$ cat src/rtl/risc5_pkg.sv
// Shared constants for the RV32 front end: default reset PC, canonical NOP,
// JumpFlag bit positions and a word-alignment helper.
package risc5_pkg;

    localparam logic [31:0] NOP_INSTR = 32'h0000_0013;
    localparam logic [31:0] RESET_PC  = 32'h0000_0000;

    localparam int JF_JAL = 0;
    localparam int JF_BR  = 1;

    function automatic logic [31:0] word_align(input logic [31:0] addr);
        return {addr[31:2], 2'b00};
    endfunction

endpackage

$ cat src/rtl/if_skid_buf.sv
// Two-entry FIFO with a registered head and synchronous clear; absorbs the
// one-cycle ROM latency so downstream stalls never drop a returned word.
module if_skid_buf
    import risc5_pkg::*;
#(
    parameter int WIDTH = 64
) (
    input  logic             clk,
    input  logic             reset,
    input  logic             clr,
    input  logic             enq,
    input  logic [WIDTH-1:0] enq_data,
    input  logic             deq,
    output logic [WIDTH-1:0] head,
    output logic             valid,
    output logic [1:0]       count
);

    logic [1:0]       count_q, count_d;
    logic [WIDTH-1:0] ent0_q, ent0_d;
    logic [WIDTH-1:0] ent1_q, ent1_d;

    always_comb begin
        count_d = count_q;
        ent0_d  = ent0_q;
        ent1_d  = ent1_q;
        if (clr) begin
            count_d = 2'd0;
        end else begin
            case ({enq, deq})
                2'b10: begin
                    if (count_q == 2'd0) ent0_d = enq_data;
                    else                 ent1_d = enq_data;
                    count_d = count_q + 2'd1;
                end
                2'b01: begin
                    ent0_d  = ent1_q;
                    count_d = count_q - 2'd1;
                end
                // Dequeue and enqueue together: the queue shifts, depth is unchanged.
                2'b11: begin
                    if (count_q == 2'd2) begin
                        ent0_d = ent1_q;
                        ent1_d = enq_data;
                    end else begin
                        ent0_d = enq_data;
                    end
                end
                default: ;
            endcase
        end
    end

    always_ff @(posedge clk) begin
        if (!reset) count_q <= 2'd0;
        else        count_q <= count_d;
    end

    always_ff @(posedge clk) begin
        ent0_q <= ent0_d;
        ent1_q <= ent1_d;
    end

    assign head  = ent0_q;
    assign valid = (count_q != 2'd0);
    assign count = count_q;

endmodule

$ cat src/rtl/if_fetch_unit.sv
// Instruction-fetch front end: PC generation, synchronous ROM addressing,
// redirect handling and a skid buffer feeding the IF/ID register.
module if_fetch_unit
    import risc5_pkg::*;
#(
    parameter logic [31:0] RESET_PC  = risc5_pkg::RESET_PC,
    parameter int          IMEM_AW   = 6,
    parameter logic [31:0] NOP_INSTR = risc5_pkg::NOP_INSTR
) (
    input  logic               clk,
    input  logic               reset,
    input  logic [1:0]         JumpFlag,
    input  logic [31:0]        JumpAddr,
    input  logic               IFWrite,
    output logic [IMEM_AW-1:0] imem_addr,
    input  logic [31:0]        imem_rdata,
    output logic [31:0]        Instruction_if,
    output logic [31:0]        PC_if,
    output logic               if_valid,
    output logic               IF_flush
);

    logic        redirect, deq, enq, issue;
    logic [2:0]  occ;
    logic [31:0] issue_addr;
    logic [1:0]  buf_count;
    logic        buf_valid;
    logic [63:0] buf_head;

    logic        inflight_q, inflight_d;
    logic [31:0] inflight_pc_q, inflight_pc_d;
    logic [31:0] fetch_pc_q, fetch_pc_d;

    always_comb begin
        redirect = JumpFlag[JF_JAL] | JumpFlag[JF_BR];
        deq      = IFWrite & buf_valid & ~redirect;
        enq      = inflight_q & ~redirect;
        // Occupancy after this cycle's dequeue; a new fetch only if its word will have a slot.
        occ      = {1'b0, buf_count} + {2'b00, inflight_q} - {2'b00, deq};
        issue    = redirect | (occ < 3'd2);
        issue_addr    = redirect ? word_align(JumpAddr) : fetch_pc_q;
        inflight_d    = issue;
        inflight_pc_d = issue ? issue_addr : inflight_pc_q;
        fetch_pc_d    = issue ? issue_addr + 32'd4 : fetch_pc_q;
    end

    always_ff @(posedge clk) begin
        if (!reset) begin
            fetch_pc_q <= RESET_PC;
            inflight_q <= 1'b0;
        end else begin
            fetch_pc_q <= fetch_pc_d;
            inflight_q <= inflight_d;
        end
    end

    always_ff @(posedge clk) begin
        inflight_pc_q <= inflight_pc_d;
    end

    if_skid_buf #(
        .WIDTH (64)
    ) u_skid (
        .clk      (clk),
        .reset    (reset),
        .clr      (redirect),
        .enq      (enq),
        .enq_data ({inflight_pc_q, imem_rdata}),
        .deq      (deq),
        .head     (buf_head),
        .valid    (buf_valid),
        .count    (buf_count)
    );

    assign imem_addr      = issue_addr[IMEM_AW+1:2];
    assign IF_flush       = redirect;
    assign if_valid       = buf_valid;
    assign Instruction_if = buf_valid ? buf_head[31:0]  : NOP_INSTR;
    assign PC_if          = buf_valid ? buf_head[63:32] : 32'd0;

    // Buffered words plus the outstanding fetch can never exceed the two slots.
    a_occupancy : assert property (@(posedge clk) disable iff (!reset)
        (({1'b0, buf_count} + {2'b00, inflight_q}) <= 3'd2));

endmodule

$ cat config.mk
export PLATFORM = sky130hd
export DESIGN_NAME = if_fetch_unit
export DESIGN_NICKNAME = d
export VERILOG_FILES = /design/src/rtl/risc5_pkg.sv /design/src/rtl/if_skid_buf.sv /design/src/rtl/if_fetch_unit.sv
export SDC_FILE = /design/constraint.sdc
export NUM_CORES = 1
export LEC_CHECK = 0
export ABC_AREA = 1
export BUFFER_PORTS_ARGS = -buffer_cell sky130_fd_sc_hd__buf_2
export CAP_MARGIN = 20
export CORE_MARGIN = 4
export CORE_UTILIZATION = 52
export CTS_CLUSTER_DIAMETER = 60
export DETAILED_ROUTE_END_ITERATION = 10
export PLACE_DENSITY = 0.82
export SLEW_MARGIN = 20
export SYNTH_ARGS = -nofsm -noshare
export SYNTH_HDL_FRONTEND = slang
export SYNTH_HIERARCHICAL = 1
export SYNTH_SLANG_ARGS = --single-unit
$ cat constraint.sdc
create_clock -name clk -period 9.52 [get_ports clk]
set_input_delay 2.856 -clock clk [delete_from_list [all_inputs] [get_ports clk]]
set_output_delay 2.856 -clock clk [all_outputs]
set_load 0.01 [all_outputs]
Word level (Yosys, flattened, before mapping)
Index checks and enable logic that the tools add are counted.
- output and inout bits: 72
- word-level logic and storage cells: 44
- input port bits: 69
- register bits after elaboration: 195
- add/subtract/negate cells: 5
- order comparisons: 1
- multiplexer cells: 10
- reduce and logical (&&, ||, !) cells: 8
- bitwise operators: 7
- equal/unequal tests: 7
- operator list (kind ; count):
    64-bit two-way mux ; 4
    64-bit case mux with 3 select lines ; 1
    64-bit case mux with 2 select lines ; 1
    32-bit two-way mux ; 3
    32-bit by 3-bit adder with 32-bit output (second input constant) ; 1
    2-bit equality test (second input constant) ; 3
    2-bit nonzero test ; 3
    2-bit by 1-bit != test with 1-bit output (second input constant) ; 2
    2-bit case mux with 2 select lines ; 1
    4-bit AND reduction ; 1
    2-bit by 1-bit adder with 3-bit output ; 1
    1-bit bitwise AND ; 3
    3-bit by 2-bit less-than comparator with 1-bit output (second input constant) ; 1
    3-bit AND reduction ; 1
    3-bit nonzero test ; 1
    3-bit by 1-bit subtractor with 3-bit output ; 1
    2-bit by 1-bit adder with 2-bit output (second input constant) ; 1
    2-bit by 1-bit equality test with 1-bit output (second input constant) ; 1
    2-bit zero test ; 1
    2-bit != test (second input constant) ; 1
    1-bit NOT ; 2
    1-bit bitwise OR ; 2
    2-bit OR reduction ; 1
    2-bit by 1-bit subtractor with 2-bit output (second input constant) ; 1

Logic depth before layout (Yosys ltp)
- word-level depth: 6
- mapped depth: 16
- gate-level depth less buffers: 14

By module
The synthesis kept the hierarchy.
- by module, submodules not included (module ; cells each ; instances ; seq. area each (um2) ; area an instance (um2)):
    if_skid_buf ; 367 ; 1 ; 3883.7 ; 4897.2
    if_fetch_unit ; 646 ; 1 ; 1621.6 ; 4354.2

Least setup slack after synthesis
No wires, ideal clock.
- kind: input-to-reg
- start: input port JumpFlag[0]
- end: register u_skid.ent0_q[0], in the netlist u_skid/head[0], enable pin
- slack: 0.397 ns
- buffers on the path: 2
- stages: 8
- setup time: 0.582 ns
- arrival: 8.541 ns
- data required time: 8.938 ns
- cells stage by stage: inv_2 nand2_4 buf_12 buf_12 nor2_1 inv_1 ha_1 a211oi_1
- cells in the longest elaborated chain, start to end: 6
- elaborated cells between the ends (all ways): 10
- classes of those cells: eq/ne (4); bitwise (4); reduce/logical (2)
- RTL lines (item ; RTL line ; text):
    start, declared ; if_fetch_unit.sv:12 ; input logic [1:0] JumpFlag,
    1-bit bitwise OR * ; if_fetch_unit.sv:35 ; redirect = JumpFlag[JF_JAL] | JumpFlag[JF_BR];
    net IF_flush ; if_fetch_unit.sv:20 ; output logic IF_flush
    1-bit NOT (no source line) * ; n/a ;
    1-bit bitwise AND * ; if_fetch_unit.sv:36 ; deq = IFWrite & buf_valid & ~redirect;
    net deq ; if_fetch_unit.sv:23 ; logic redirect, deq, enq, issue;
    2-bit equality test or 2-bit by 1-bit equality test with 1-bit output (tied branches) ; if_skid_buf.sv:30 ; case ({enq, deq})
    2-bit by 1-bit != test with 1-bit output (no source line) or 3-bit nonzero test (tied branches) ; n/a ;
    3-bit AND reduction (no source line) * ; n/a ;
    end signal, assigned ; if_skid_buf.sv:60 ; ent0_q <= ent0_d;
    end, declared ; if_skid_buf.sv:20 ; logic [WIDTH-1:0] ent0_q, ent0_d;
Mark *: on every way through the listed nets, which the timed path passes. The rest lies on a longest branch.
A chain may end at the register's enable or synchronous reset.

Worst setup path after layout
- start: input port JumpFlag[0]
- end: output port imem_addr[5]
- cells in the longest elaborated chain, start to end: 2
- RTL lines (item ; RTL line ; text):
    1-bit bitwise OR ; if_fetch_unit.sv:35 ;
    32-bit two-way mux ; if_fetch_unit.sv:41 ; issue_addr = redirect ? word_align(JumpAddr) : fetch_pc_q;
    end, declared ; if_fetch_unit.sv:15 ; output logic [IMEM_AW-1:0] imem_addr,
Every way passes these cells.

==> key figures <==
Outcome
  – Outcome: finished clean

Floorplanning
  – Standard-cell rows: 48
  – Die Span Y: 141 µm
  – Top-level I/O count: 141
  – DIE AREA: 0.0200 mm²
  – Starting Density: 53.3%
  – Die Wd: 141 µm
  – Core ar.: 0.0174 mm²

Layout
  – # diodes: 0
  – Area delta synth->final: 14.4%
  – Final-stage net count: 1216
  – Share of cells above drive strength 1: 23.6%
  – Fin area: 0.0106 mm²

Power and ir drop
  – Clk pwr share: 38.9%
  – Peak supply drop: 0.000139 V
  – Total power: 1.77 mW
  – Sw power: 0.414 mW
  – Flop pwr share: 54.3%
  – Power per Cell Area: 168 mW/mm²
  – P_leak: 5.18 nW
  – Switching Share: 23.3%
  – Combinational Power Share: 6.8%
  – P_int: 1.36 mW

Hold path
  – HP Class: flop to flop

Logic synthesis
  – Seq/Total Area, Yosys: 59.5%
  – Largest area contributor in the synthesized netlist: edfxtp_1
  – Mean Syn Cell Area: 9.13 µm²
  – Flops & latches, synth: 195
  – Yosys cell types: 32
  – Synth top area share: 51.9%
  – Async S/R FF share, synth: 0%
  – Post-Synthesis Cells: 1013
  – Mapped Nets: 1089
  – Cell Area, Synth: 0.00925 mm²
  – Post-synth top flop: edfxtp_1
  – Top cells by area in the synthesized netlist: edfxtp_1, nand2_1, dfxtp_1
  – Synth warn: 6
  – Post-synth EDFFs: 160

Clock tree
  – CTS tree: yes
  – Clock tree buffer depth: 2
  – Setup Buffers After CTS: 0
  – Clock Latency Late Sink: 0.44 ns
  – CTS buffer count: 17
  – CTS Sinks: 195
  – H-tree Lvls: 4
  – CTS root buffer: clkbuf_16
  – Post-cts hold buffer count: 0
  – Worst-path clk slew: 0.07 ns
  – Post-CTS resize count: 0

STA
  – Final min period: 6.85 ns
  – Hold_ws: 0.443 ns
  – Slew headroom: 42.4%
  – Slew Limit Fails: 0
  – Final Cycle Share: 72.0%
  – RSZ-0062 raised after global routing: no
  – Final hold vios: 0
  – Fmax: 146 MHz
  – Final setup viols: 0
  – Worst Clk Skew: 0.0115 ns
  – TNS Setup: 0 ns
  – Worst-margin pin slew: 0.861 ns

Route
  – DR vias: 6570
  – Vias per Instance: 4.77
  – Routed len/inst: 13.3 µm
  – First DRT Iteration DRCs: 429
  – Met2 WL: 8.60 mm
  – First drt pass iteration count: 5
  – Final wirelength: 18.4 mm
  – WL met3: 1.15 mm
  – Routed met1 length: 8.29 mm
  – DR top layer: met4
  – DR DRC count: 0
  – Post-route antenna net violation count: 0

Worst setup path
  – Slowest stage cell, crit path: nand2_4
  – WP data required: 6.66 ns
  – CP top delay family: simple AND/OR/NAND/NOR gates
  – CP Launch Type: input pin
  – Buf/Inv on CP: 3
  – WP data arrival: 3.99 ns
  – CP max FO: 36
  – Crit path kind: input pin to output port
  – Crit-path max cell delay: 0.39 ns
  – Worst Setup End Kind: output port
  – Crit-path cells: buf_2, inv_2, nand2_4, nand2_1, nand2_1, buf_2

Placement
  – GPL Wtd Cong: 0.898
  – Dpl cell area: 0.0100 mm²
  – HPWL after DPL: 12.5 mm
  – Number of port buffers: 138

Global routing
  – Vias in the first global route: 6174
  – GRT Overall Usage: 19.0%
  – Largest net degree at the start of global routing: 65
  – Remaining Overflow, GRT: 0
  – Antenna violations before repair: 0
  – Global-route wire length before repair: 30.3 mm

Run
  – Max cap viols: 0
[placed cells by master, fill, tap and decap left out, types with 3 or more instances in the layout]
cell,count
nor2_2,17
clkbuf_16,17
nand2_4,8
edfxtp_1,160
inv_6,5
inv_2,5
nor3_1,4
nand4_1,3
buf_2,138
nor2_1,77
a21oi_1,4
dfxtp_1,35
nand2_2,51
buf_4,8
clkinvlp_4,4
ha_1,6
o21ai_0,22
nand3_1,42
inv_1,128
xnor2_1,4
nor2_4,9
nand2_1,387
[synth_stat cells (9+ instances only)]
cell	number
inv_1	128
clkbuf_1	10
nand2_2	49
buf_6	10
nand2_1	389
dfxtp_1	35
nand3_1	42
o21ai_0	22
nor2_2	17
nor2_1	77
edfxtp_1	160
nor2_4	9
[worst paths after layout]
path	depth (start not counted)	to	startpoint	slack, ns
max	6	imem_addr[5]	JumpFlag[0]	2.67
min	0	u_skid/ent1_q[46]$_DFFE_PP_	inflight_pc_q[14]$_DFFE_PP_	0.44
max reg2reg	14	fetch_pc_q[9]$_SDFFE_PN0P_	u_skid/count[1]$_SDFFE_PP0P_	5.32
min reg2reg	0	u_skid/ent1_q[46]$_DFFE_PP_	inflight_pc_q[14]$_DFFE_PP_	0.44
[power groups by stage]
stage	clock network (mW)	registers (mW)	logic [mW]
floorplan	0	0.979	0.0843
global placement	0	0.980	0.118
detailed placement	0	0.981	0.120
CTS	0.701	0.963	0.122
global route	0.742	0.965	0.137
finish	0.691	0.962	0.121
[layer usage]
| metal | global-route usage (%) | vias to the layer above |
|---|---|---|
| li1 | - | 3403 |
| met1 | 25.5 | 2941 |
| met2 | 30.5 | 198 |
| met3 | 4.45 | 28 |
| met4 | 6.77 | 0 |
| met5 | 0 | - |
[layout make-up]
| type | count | area (µm²) |
|---|---|---|
| fill | 1464 | 6770 |
| sequential | 195 | 5510 |
| multi-input combinational | 647 | 2980 |
| timing repair buffer | 146 | 751 |
| inverter | 133 | 499 |
| clock buffer | 17 | 425 |
| tap | 225 | 282 |
| clock inverter | 15 | 144 |
[stage by stage]
stage               util [%]  instances  worst slack, ns
detailed placement      57.7       1346             2.65
CTS                     61.0       1378             2.65
global placement        57.7       1346             2.67
floorplan                  -       1013            0.397
global route            61.0       1378             2.53
finish                  61.0       1378             2.67
[flip-flops by register name (all words and copies together) (netlist names)]
name / count
inflight_pc_q: 32
fetch_pc_q: 32
u_skid/count: 2
u_skid/ent1_q: 64
u_skid/head: 64
inflight_q: 1
[worst register-to-register path, stage by stage (launching register included)]
cell     delay (ns)
dfxtp_1        0.48
inv_1          0.11
nand2_2        0.29
nand2_1        0.11
nor2_1         0.27
ha_1           0.29
nor2_1         0.14
fa_1           0.43
a21oi_1        0.11
o21ai_0        0.11
nand2_2        0.65
buf_4          0.54
inv_1          0.29
o21ai_0        0.25
inv_1          0.05
[cell families after synthesis]
family | after synthesis | synth area share [%]
AOI/OAI and AO/OA | 32 | 1.96
xor gates and xnor gates | 6 | 0.568
adders and majority gates | 7 | 1.03
buffers and inverters | 171 | 8.53
DFF | 195 | 59.5
and+or+nand+nor | 602 | 28.4
Note: power is estimated with default switching activity, not from simulation.
